[src/rtl/ps2_pkg.sv]
// Shared encodings for the PS/2 frame receiver: FSM states, error causes
// and frame geometry.
package ps2_pkg;

   typedef enum logic [1:0] {
      ST_IDLE   = 2'b00,
      ST_DATA   = 2'b01,
      ST_PARITY = 2'b10,
      ST_STOP   = 2'b11
   } ps2_state_e;

   localparam logic [1:0] ERR_NONE    = 2'b00;
   localparam logic [1:0] ERR_PARITY  = 2'b01;
   localparam logic [1:0] ERR_FRAME   = 2'b10;
   localparam logic [1:0] ERR_TIMEOUT = 2'b11;

   // start + 8 data + parity + stop
   localparam int FRAME_BITS = 11;
   localparam int DATA_BITS  = FRAME_BITS - 3;

endpackage

[src/rtl/ps2_input_filter.sv]
// Brings raw ps2Clk/ps2Data into the clk domain. ps2Clk is deglitched: the
// filtered level only follows the synchronised input after it has disagreed
// for FILTER_LEN consecutive cycles. A registered one-cycle strobe marks each
// filtered falling edge; ps2Data only gets a plain 2-FF synchroniser.
module ps2_input_filter #(
   parameter int FILTER_LEN = 4
) (
   input  logic clk,
   input  logic rst,
   input  logic i_ps2_clk,
   input  logic i_ps2_data,
   output logic o_sync_data,
   output logic o_fall_stb
);

   localparam int CNT_W = (FILTER_LEN < 2) ? 1 : $clog2(FILTER_LEN + 1);
   localparam logic [CNT_W-1:0] CNT_LAST = CNT_W'(FILTER_LEN - 1);

   logic             r_clk_s1;
   logic             r_clk_s2;
   logic             r_dat_s1;
   logic             r_dat_s2;
   logic             r_filt;
   logic             r_filt_q;
   logic [CNT_W-1:0] r_cnt;
   logic             r_fall;

   // Two-stage synchronisers; idle-high bus, so reset to 1.
   always_ff @(posedge clk or posedge rst) begin
      if (rst) begin
         r_clk_s1 <= 1'b1;
         r_clk_s2 <= 1'b1;
         r_dat_s1 <= 1'b1;
         r_dat_s2 <= 1'b1;
      end else begin
         r_clk_s1 <= i_ps2_clk;
         r_clk_s2 <= r_clk_s1;
         r_dat_s1 <= i_ps2_data;
         r_dat_s2 <= r_dat_s1;
      end
   end

   // Deglitch: count consecutive disagreeing samples, any agreement restarts the count.
   always_ff @(posedge clk or posedge rst) begin
      if (rst) begin
         r_filt <= 1'b1;
         r_cnt  <= '0;
      end else if (r_clk_s2 != r_filt) begin
         if (r_cnt == CNT_LAST) begin
            r_filt <= r_clk_s2;
            r_cnt  <= '0;
         end else begin
            r_cnt <= r_cnt + CNT_W'(1);
         end
      end else begin
         r_cnt <= '0;
      end
   end

   // Registered edge detect on the filtered clock; adds one fixed cycle of latency.
   always_ff @(posedge clk or posedge rst) begin
      if (rst) begin
         r_filt_q <= 1'b1;
         r_fall   <= 1'b0;
      end else begin
         r_filt_q <= r_filt;
         r_fall   <= r_filt_q & ~r_filt;
      end
   end

   assign o_sync_data = r_dat_s2;
   assign o_fall_stb  = r_fall;

endmodule

[src/rtl/ps2_frame_receiver.sv]
// PS/2 keyboard byte receiver running entirely on clk. Deframes one 11-bit
// frame per keystroke byte and reports either a good byte (rxValid) or a
// discarded frame with its cause (rxErr/errCode).
//
// state     | meaning
// ----------+-------------------------------------------------------------
// ST_IDLE   | waiting for a start bit (data=0 on a filtered falling edge)
// ST_DATA   | shifting in 8 data bits, LSB first, accumulating parity
// ST_PARITY | folding the parity bit into the accumulator
// ST_STOP   | checking stop bit and odd parity, emitting byte or error
module ps2_frame_receiver
   import ps2_pkg::*;
#(
   parameter int FILTER_LEN     = 4,
   parameter int TIMEOUT_CYCLES = 200000
) (
   input  logic       clk,
   input  logic       rst,
   input  logic       ps2Clk,
   input  logic       ps2Data,
   output logic [7:0] rxByte,
   output logic       rxValid,
   output logic       rxErr,
   output logic [1:0] errCode,
   output logic       busy
);

   localparam int TMO_W = $clog2(TIMEOUT_CYCLES + 1);
   localparam logic [TMO_W-1:0] TMO_LIMIT = TMO_W'(TIMEOUT_CYCLES);
   localparam logic [2:0]       LAST_BIT  = 3'(DATA_BITS - 1);

   logic             w_data;
   logic             w_fall;

   ps2_state_e       r_state;
   logic [2:0]       r_bit_cnt;
   logic [7:0]       r_shreg;
   logic             r_par;
   logic [TMO_W-1:0] r_tmo;
   logic [7:0]       r_byte;
   logic             r_valid;
   logic             r_err;
   logic [1:0]       r_err_code;

   ps2_input_filter #(
      .FILTER_LEN (FILTER_LEN)
   ) u_filter (
      .clk         (clk),
      .rst         (rst),
      .i_ps2_clk   (ps2Clk),
      .i_ps2_data  (ps2Data),
      .o_sync_data (w_data),
      .o_fall_stb  (w_fall)
   );

   // Frame FSM with registered strobes; a falling edge always beats timeout expiry.
   always_ff @(posedge clk or posedge rst) begin
      if (rst) begin
         r_state    <= ST_IDLE;
         r_bit_cnt  <= '0;
         r_shreg    <= '0;
         r_par      <= 1'b0;
         r_tmo      <= '0;
         r_byte     <= '0;
         r_valid    <= 1'b0;
         r_err      <= 1'b0;
         r_err_code <= ERR_NONE;
      end else begin
         r_valid <= 1'b0;
         r_err   <= 1'b0;
         if (w_fall) begin
            r_tmo <= '0;
            case (r_state)
               ST_IDLE: begin
                  // data=1 here is a spurious edge and is silently ignored
                  if (!w_data) begin
                     r_state   <= ST_DATA;
                     r_bit_cnt <= '0;
                     r_par     <= 1'b0;
                  end
               end
               ST_DATA: begin
                  r_shreg <= {w_data, r_shreg[7:1]};
                  r_par   <= r_par ^ w_data;
                  if (r_bit_cnt == LAST_BIT) begin
                     r_state <= ST_PARITY;
                  end else begin
                     r_bit_cnt <= r_bit_cnt + 3'd1;
                  end
               end
               ST_PARITY: begin
                  r_par   <= r_par ^ w_data;
                  r_state <= ST_STOP;
               end
               ST_STOP: begin
                  // a missing stop bit is reported even when parity is also wrong
                  if (!w_data) begin
                     r_err      <= 1'b1;
                     r_err_code <= ERR_FRAME;
                  end else if (r_par) begin
                     r_byte  <= r_shreg;
                     r_valid <= 1'b1;
                  end else begin
                     r_err      <= 1'b1;
                     r_err_code <= ERR_PARITY;
                  end
                  r_state <= ST_IDLE;
               end
               default: r_state <= ST_IDLE;
            endcase
         end else if (r_state == ST_IDLE) begin
            r_tmo <= '0;
         end else if (r_tmo == TMO_LIMIT) begin
            r_tmo      <= '0;
            r_state    <= ST_IDLE;
            r_err      <= 1'b1;
            r_err_code <= ERR_TIMEOUT;
         end else begin
            r_tmo <= r_tmo + TMO_W'(1);
         end
      end
   end

   assign rxByte  = r_byte;
   assign rxValid = r_valid;
   assign rxErr   = r_err;
   assign errCode = r_err_code;
   assign busy    = (r_state != ST_IDLE);

endmodule
[config.mk]
export PLATFORM = sky130hd
export DESIGN_NAME = ps2_frame_receiver
export DESIGN_NICKNAME = d
export VERILOG_FILES = /design/src/rtl/ps2_pkg.sv /design/src/rtl/ps2_input_filter.sv /design/src/rtl/ps2_frame_receiver.sv
export SDC_FILE = /design/constraint.sdc
export NUM_CORES = 1
export LEC_CHECK = 0
export BUFFER_PORTS_ARGS = -buffer_cell sky130_fd_sc_hd__buf_2
export CAP_MARGIN = 20
export CORE_UTILIZATION = 45
export DETAILED_ROUTE_END_ITERATION = 12
export PLACE_DENSITY = 0.64
export SETUP_SLACK_MARGIN = 0.4
export SLEW_MARGIN = 20
export SYNTH_ARGS = -nofsm -noshare
export SYNTH_HDL_FRONTEND = slang
export SYNTH_SLANG_ARGS = --single-unit
export TNS_END_PERCENT = 100
[constraint.sdc]
create_clock -name clk -period 5.3 [get_ports clk]
set_input_delay 0 -clock clk [delete_from_list [all_inputs] [get_ports clk]]
set_output_delay 0 -clock clk [all_outputs]
set_load 0.02 [all_outputs]
==> impl_metrics.json <==
{
  "finalHoldViolations": 0,
  "grt.met1_usage": 0.206,
  "hpwl_um": 2610,
  "syn_area_um2": 2370,
  "cts_root_buf": "clkbuf_8",
  "yosys.cell_types.count": 37,
  "post_cts_buffers": 0,
  "ys_seq_area_frac": 0.572,
  "synthArstFlopShare": 1.00,
  "vias_per_cell": 5.11,
  "cts.sinks": 54,
  "outcome": "finished clean",
  "finClkSkew_ns": 0.0111,
  "yosys_warnings": 0,
  "synth_edf_count": 0,
  "start_kind": "register",
  "hold_class": "in2reg",
  "cts_tree": "done",
  "wl_per_cell_um": 12.7,
  "rr_startpoint": "r_tmo[0]$_DFF_PP0_",
  "timing.final.crit_period_ns": 2.13,
  "synthTopCellsByArea": "dfrtp_1 (51%), mux2_2 (8.1%), dfstp_2 (6.6%), ha_1 (5.3%), xnor2_1 (4.8%)",
  "fill_cells": 475,
  "grt_usage": 0.165,
  "max_slew.worst_pin.slew_ns": 0.653,
  "regArea_um2": 1360,
  "hold_path_end": "u_filter.r_clk_s1$_DFF_PP1_",
  "hp-start": "ps2Clk",
  "synth_common_cells": "dfrtp_1 (48), nor2_1 (21), mux2_2 (17)",
  "ys.flop_type": "dfrtp_1",
  "cts_resized": 0,
  "clk_latency_ns": 0.31,
  "dp.cells": 286,
  "rrSetupSlack_ns": 3.17,
  "portBuffers": 16,
  "synth_nets": 216,
  "clk_pin_slew_ns": 0.09,
  "grt_antenna_before_repair": 0,
  "critPathCaptureType": "register",
  "setup_viol": 0,
  "antenna_cells": 0,
  "setup_slack_ns": 3.17,
  "avgSynthCellArea_um2": 11.8,
  "rows": 26,
  "grt_pass1_vias": 1542,
  "grt_overflow": 0,
  "clk_path_buf_depth": 2,
  "path_class": "reg2reg",
  "critPathMaxFanout": 18,
  "synth_top_area_share": 0.506,
  "synthToLayoutAreaGrowth_pct": 13.0,
  "max_slew_margin": 0.565,
  "grt_max_degree": 55,
  "peakVddDrop_mv": 0.168,
  "multi_input_comb_area_um2": 952,
  "start_util": 0.465,
  "firstDrtPassIters": 6,
  "pre_cts_slack_ns": 3.16,
  "worstPathArrival_ns": 2.31,
  "wl_um": 3780,
  "reg2reg_to": "r_tmo[12]$_DFF_PP0_",
  "drive_above_1_share": 0.233,
  "postRouteAntennaNets": 0,
  "p_per_area_nw_per_um2": 450,
  "die_area_um2": 5570,
  "core_um2": 5110,
  "synth_cells": 202,
  "yosysMostFrequentCell": "dfrtp_1",
  "holdPathStages": 2,
  "die_x_um": 74.6,
  "yosysTopAreaCell": "dfrtp_1",
  "drv_cap": 0,
  "ios": 17,
  "numCtsBuffers": 5,
  "drv_slew": 0,
  "final_cells": 297,
  "ys_seq_elements": 54,
  "dr.first_iter.drc_count": 107,
  "use_met2": 0.271,
  "rsz0062_at_grt": "no",
  "grtUsageMet3": 0.0442,
  "cts_hold_buf": 3,
  "finalNetCount": 240,
  "gp_congestion": 0.727,
  "via_count": 1519,
  "busiest_layer": "met2",
  "grt_pass1_wl_um": 6880,
  "worstRegToRegCells": 6,
  "setup_tns_ns": 0,
  "htreeDepth": 2,
  "required_ns": 5.48,
  "max_freq_ghz": 0.470,
  "fin_crit_sh": 0.401,
  "drc_errors": 0,
  "power_leakage_uw": 0.00125,
  "die_y_um": 74.6
}
-- state kept, by name, indices dropped and copies added (netlist names) --
register / flops
r_tmo: 18
r_shreg: 8
rxByte: 8
r_bit_cnt: 3
u_filter.r_cnt: 3
errCode: 2
r_state: 2
r_par: 1
rxErr: 1
rxValid: 1
u_filter.o_fall_stb: 1
u_filter.o_sync_data: 1
u_filter.r_clk_s1: 1
u_filter.r_clk_s2: 1
u_filter.r_dat_s1: 1
u_filter.r_filt: 1
u_filter.r_filt_q: 1
-- power by group --
part	total [uW]	switching (uW)	internal, uW
logic	336	190	146
registers	583	71.5	512
clock network	287	131	155
-- placed cells by master (no fill, tap or decap), types with 4 or more instances in the layout --
cell type	n
mux2_2	17
inv_1	11
nor4_1	5
xnor2_1	13
nand4_1	4
dfrtp_1	48
ha_1	10
buf_2	16
dfstp_2	6
nor2_1	21
nand3_1	6
clkbuf_8	6
o21ai_1	4
nand2_1	11
o21ai_0	6
nor3_1	7
-- critical path: stages, from the launching register on --
cell and delay (ns):
dfrtp_1 0.43, inv_1 0.08, ha_1 0.13, or4b_1 0.42, nor4_1 0.27, a211o_1 0.55, nor2_1 0.11
-- through the flow --
stage / power, uW / utilization / hold WS (ns) / cell area, um^2
3_3_place_gp: 922 / 0.496 / 0.105 / 2530
5_1_grt: 1300 / 0.525 / 0.309 / 2680
4_1_cts: 1230 / 0.525 / 0.308 / 2680
2_1_floorplan: 857 / - / 0.00448 / 2370
3_5_place_dp: 935 / 0.496 / 0.106 / 2530
6_report: 1210 / 0.525 / 0.328 / 2680
-- layout make-up --
class                      instances  area share
clock buffer                       6      0.0308
clock inverter                     2      0.0145
inverter                          12      0.0168
multi-input combinational        133       0.355
sequential                        54       0.507
tap                               70      0.0326
timing repair buffer              20      0.0438
-- logic make-up after synthesis --
logic type | share of synthesized area
adders and majority gates | 0.0527
muxes | 0.0848
AOI/OAI and AO/OA | 0.0537
buffers and inverters | 0.0269
xor gates and xnor gates | 0.0553
DFF | 0.572
and+or+nand+nor | 0.154
-- how the worst max path moves through the flow --
stage                  startpoint                   to  cells past startpoint
6_report       r_tmo[0]$_DFF_PP0_  r_tmo[12]$_DFF_PP0_                      6
5_1_grt        r_tmo[0]$_DFF_PP0_   r_tmo[7]$_DFF_PP0_                      6
4_1_cts        r_tmo[0]$_DFF_PP0_  r_tmo[16]$_DFF_PP0_                      6
3_5_place_dp   r_tmo[0]$_DFF_PP0_  r_tmo[16]$_DFF_PP0_                      6
3_3_place_gp   r_tmo[0]$_DFF_PP0_  r_tmo[15]$_DFF_PP0_                      6
2_1_floorplan  r_tmo[0]$_DFF_PP0_  r_tmo[10]$_DFF_PP0_                      8
-- layer usage --
| metal | wire length, um | vias to the layer above |
|---|---|---|
| met4 | 47 | 0 |
| met1 | 1770 | 748 |
| met2 | 1860 | 15 |
| met3 | 91 | 5 |
| li1 | - | 751 |
| met5 | 0 | - |
No activity file was read; power rests on OpenSTA's default activity.
